[src/rtl/up_down_mod_counter.sv]
// Up/down modulo-MODULUS counter with parallel load, terminal-count flag and overflow pulse.
// Define UP_DOWN_SATURATE_EN to make boundary steps hold the count instead of wrapping.
module up_down_mod_counter #(
  parameter int WIDTH   = 4,
  parameter int MODULUS = 10
) (
  input  logic             clk,
  input  logic             rst,
  input  logic             en,
  input  logic             mode,
  input  logic             load,
  input  logic [WIDTH-1:0] load_val,
  output logic [WIDTH-1:0] count,
  output logic             tc,
  output logic             ovf
);

  localparam logic [WIDTH-1:0] MAX_VAL = WIDTH'(MODULUS - 1);
  localparam logic [WIDTH-1:0] ONE     = WIDTH'(1);
  // One extra bit so MODULUS = 2**WIDTH is representable in the clamp compare.
  localparam logic [WIDTH:0]   MOD_EXT = (WIDTH + 1)'(MODULUS);

  logic [WIDTH-1:0] count_reg;
  logic [WIDTH-1:0] count_next;
  logic [WIDTH-1:0] load_clamped;
  logic             ovf_reg;
  logic             at_boundary;

  assign load_clamped = ({1'b0, load_val} >= MOD_EXT) ? MAX_VAL : load_val;
  assign at_boundary  = mode ? (count_reg == MAX_VAL) : (count_reg == '0);
  assign tc           = en & ~load & at_boundary;

  always_comb begin
    count_next = count_reg;
    if (load) begin
      count_next = load_clamped;
    end else if (en) begin
      if (at_boundary) begin
`ifdef UP_DOWN_SATURATE_EN
        count_next = count_reg;
`else
        count_next = mode ? '0 : MAX_VAL;
`endif
      end else begin
        // Boundary excluded above, so neither direction can leave 0..MODULUS-1.
        count_next = mode ? (count_reg + ONE) : (count_reg - ONE);
      end
    end
  end

  always_ff @(posedge clk or negedge rst) begin
    if (!rst) begin
      count_reg <= '0;
      ovf_reg   <= 1'b0;
    end else begin
      count_reg <= count_next;
      ovf_reg   <= tc;
    end
  end

  assign count = count_reg;
  assign ovf   = ovf_reg;

endmodule

[config.mk]
export PLATFORM = sky130hd
export DESIGN_NAME = up_down_mod_counter
export DESIGN_NICKNAME = d
export VERILOG_FILES = /design/src/rtl/up_down_mod_counter.sv
export SDC_FILE = /design/constraint.sdc
export NUM_CORES = 1
export LEC_CHECK = 0
export CORE_AREA = 2 2 39 41
export CTS_CLUSTER_SIZE = 28
export DETAILED_ROUTE_END_ITERATION = 6
export DIE_AREA = 0 0 41 43
export GPL_TIMING_DRIVEN = 0
export PLACE_DENSITY = 0.69
export REMOVE_ABC_BUFFERS = 1
export SYNTH_ARGS = -nofsm -noshare
export SYNTH_HDL_FRONTEND = slang
export SYNTH_SLANG_ARGS = --single-unit
[constraint.sdc]
create_clock -name clk -period 1.22 [get_ports clk]
set_input_delay 0.122 -clock clk [delete_from_list [all_inputs] [get_ports clk]]
set_output_delay 0.122 -clock clk [all_outputs]
set_load 0.02 [all_outputs]
==> results.rst <==
.. list-table::
   :header-rows: 1

   * - Metric
     - Value
   * - Result of the run
     - finished, violations left
   * - Failing checks
     - setup timing
   * - Top cell type by total area after synthesis
     - sky130_fd_sc_hd__dfrtp_1
   * - CTS Root Cell
     - sky130_fd_sc_hd__clkbuf_4
   * - Cts bufs inserted
     - 3
   * - YS warnings
     - 0
   * - Total power
     - 792.3 uW
   * - Remaining routing DRC violations
     - 0
   * - Worst setup slack after layout
     - -0.1903 ns
   * - Worst slew margin relative to its limit
     - 74.74%
   * - Combined area of all synthesized cells
     - 394.1 um2
   * - Hold violation total from the final report
     - 0
   * - Worst IR Drop VDD
     - 0.4820 mV
   * - Max-cap viol count
     - 0
   * - Via count
     - 407
   * - Type of the worst setup path
     - flip-flop to flip-flop
   * - Arrival time at the worst endpoint
     - 1.53 ns
   * - P_leak
     - 0.2907 nW
   * - Final routed wirelength across all metal layers
     - 1056 um
   * - Number of distinct library cells after synthesis
     - 25
   * - Number of clock sinks
     - 5
   * - Count of nets after finishing
     - 75
   * - Die height
     - 43 um
   * - Worst setup timing slack at the placement stage
     - -0.7063 ns
   * - Total power per unit cell area
     - 1177 nW/um2
   * - Critical path endpoint category
     - flip-flop
   * - IO buf count
     - 14
   * - Initial cell density of the core
     - 28.48%
   * - Clock Tree Buf Depth
     - 2
   * - First element of the critical path
     - count[0]
   * - Total overflow reported by the global router
     - 0
   * - Largest register FFs
     - 4
   * - CP Launch Type
     - flip-flop
   * - DP Area
     - 550.5 um2
   * - CTS tree
     - yes
   * - Final Cycle Share
     - 115.6%
   * - Number of instances in the synthesized netlist
     - 39
   * - Vias in the first global route
     - 365
   * - Post-route standard cell area excluding fillers
     - 673.1 um2
   * - Core Footprint
     - 1384 um2
   * - Antenna-violating nets left
     - 0
   * - Layout cells sized above 1
     - 45.16%
   * - Sequential share of the synthesized area
     - 31.75%
   * - Post-layout min period
     - 1.410 ns
   * - Required time at the worst-slack endpoint
     - 1.34 ns
   * - Placer's final routability congestion estimate
     - 0.7286
   * - Wire length of the first global-routing pass
     - 1504 um
   * - Fillcell total
     - 128
   * - Post-synthesis to final-layout area growth
     - 70.79%
   * - RSZ-0062 raised after global routing
     - true
   * - Initial detailed-routing violation count
     - 11
   * - Max Fanout on Critical Path
     - 4
   * - Clock transition at path regs
     - 0.05 ns
   * - Maximum number of pins on one net before global-route repair
     - 12
   * - # setup viols final
     - 4
   * - Die footprint
     - 1763 um2
   * - Worst skew pair latency
     - 0.25 ns
   * - Worst R2R Start
     - count[0]
   * - Count of flip-flops with a built-in enable after synthesis
     - 0
   * - Mean cell area of the mapped netlist
     - 10.11 um2
   * - Total routing resource utilization after global routing
     - 12.77%
   * - Dominant register cell in the synthesized netlist
     - sky130_fd_sc_hd__dfrtp_1
   * - Routed length per placed instance
     - 13.54 um
   * - Fraction of synthesized cell area taken by the top area cell type
     - 31.75%
   * - Horizontal die dimension
     - 41 um
   * - Number of vias per cell after detailed routing
     - 5.218
   * - #FFs+latches synth
     - 5
   * - Hold-fix buffers, CTS
     - 0
   * - Total number of placement rows
     - 14
   * - Top achievable clock speed
     - 0.7091 GHz
   * - Most used cells in the layout excluding fill and tap cells
     - 5 x sky130_fd_sc_hd__clkdlybuf4s50_1, 5 x sky130_fd_sc_hd__dlygate4sd2_1, 5 x sky130_fd_sc_hd__buf_4
   * - Area contributors post-synth
     - sky130_fd_sc_hd__dfrtp_1 32%, sky130_fd_sc_hd__xnor2_1 6.7%, sky130_fd_sc_hd__ha_1 6.3%
   * - Number of antenna violations at the first check in global routing
     - 0
   * - DR pass1 iterations
     - 4
   * - Number of diodes added for antenna fixing
     - 0
   * - Number of I/O pins
     - 15
   * - H-tree depth
     - 1
   * - Half-perimeter wire length after detailed placement
     - 651 um
   * - Final clock skew
     - 0.007279 ns
   * - Worst min-delay path class
     - input pin to asynchronous set/reset pin
   * - Slew @ Worst Pin
     - 0.3782 ns
   * - Post-synth ARST share
     - 100.0%
   * - Max-slew violations
     - 0
==> layer usage <==
layer | global-route usage, % | part of all wire, %
met5 | 0 | 0
met4 | 4.000 | 0.85
met3 | 4.712 | 5.6
met2 | 18.44 | 52
met1 | 17.22 | 41
==> cell families after synthesis <==
family / after synthesis / share of synthesized area (%)
xor gates and xnor gates: 4 / 10.80
adders and majority gates: 3 / 11.43
DFF: 5 / 31.75
buffers and inverters: 2 / 1.903
and+or+nand+nor: 12 / 19.37
AOI/OAI and AO/OA: 13 / 24.76
==> report_power, final <==
part / total (mW) / internal [mW] / switching, mW
sequential: 0.240 / 0.193 / 0.0465
clock: 0.192 / 0.124 / 0.0688
combinational: 0.360 / 0.191 / 0.168
total: 0.792 / 0.508 / 0.284
==> timing repair <==
item / in CTS / in global routing
buffers inserted: 3 / 3
endpoints found under the hold margin: 0 / 0
pin swaps: 4 / 4
setup endpoints to repair: 9 / 5
resized for setup: 23 / 7
==> synth_stat cells, types with 2 or more instances <==
cell                       number
sky130_fd_sc_hd__a21oi_1        2
sky130_fd_sc_hd__nand2b_1       2
sky130_fd_sc_hd__nor3_2         2
sky130_fd_sc_hd__o21ai_0        3
sky130_fd_sc_hd__xnor2_1        3
sky130_fd_sc_hd__dfrtp_1        5
sky130_fd_sc_hd__ha_1           2
sky130_fd_sc_hd__o21a_1         2
sky130_fd_sc_hd__nor2_1         2
==> final timing paths <==
path / endpoint / slack (ns) / depth (start not counted)
setup / recovery: count[2] / -0.19 / 5
hold / removal: ovf / 0.1 / 1
setup reg to reg: count[2] / -0.19 / 5
hold reg to reg: count[2] / 0.66 / 1
max in group asynchronous: count[1] / 0.91 / 1
min in group clk: count[1] / 0.34 / 2
==> per-stage QoR <==
stage	std cells	TNS [ns]	hold WS, ns	utilization, %
final	78	-0.7186	0.09521	48.64
after floorplan	38	-0.7852	-0.1736	-
after CTS	75	-0.7691	0.09831	45.84
after global routing	78	-0.9298	0.1016	48.64
after detailed placement	68	-2.595	0.3555	39.78
after global placement	68	-2.499	0.3527	39.78
==> final cells by class <==
| cell class | instances | area, um2 | share of cell area [%] |
|---|---|---|---|
| inverters | 1 | 3.754 | 0.5576 |
| clock buffers | 4 | 26.28 | 3.903 |
| multi-input cells | 32 | 310.3 | 46.10 |
| flip-flops and latches | 5 | 128.9 | 19.15 |
| well taps | 16 | 20.02 | 2.974 |
| repair buffers | 20 | 183.9 | 27.32 |
==> critical path, stage by stage, from the launching register on <==
cell	delay [ns]
sky130_fd_sc_hd__dfrtp_2	0.44
sky130_fd_sc_hd__buf_6	0.14
sky130_fd_sc_hd__fa_2	0.34
sky130_fd_sc_hd__xnor2_2	0.14
sky130_fd_sc_hd__nor3_2	0.05
sky130_fd_sc_hd__o32a_2	0.18
Power figures use the tool's default switching activity.
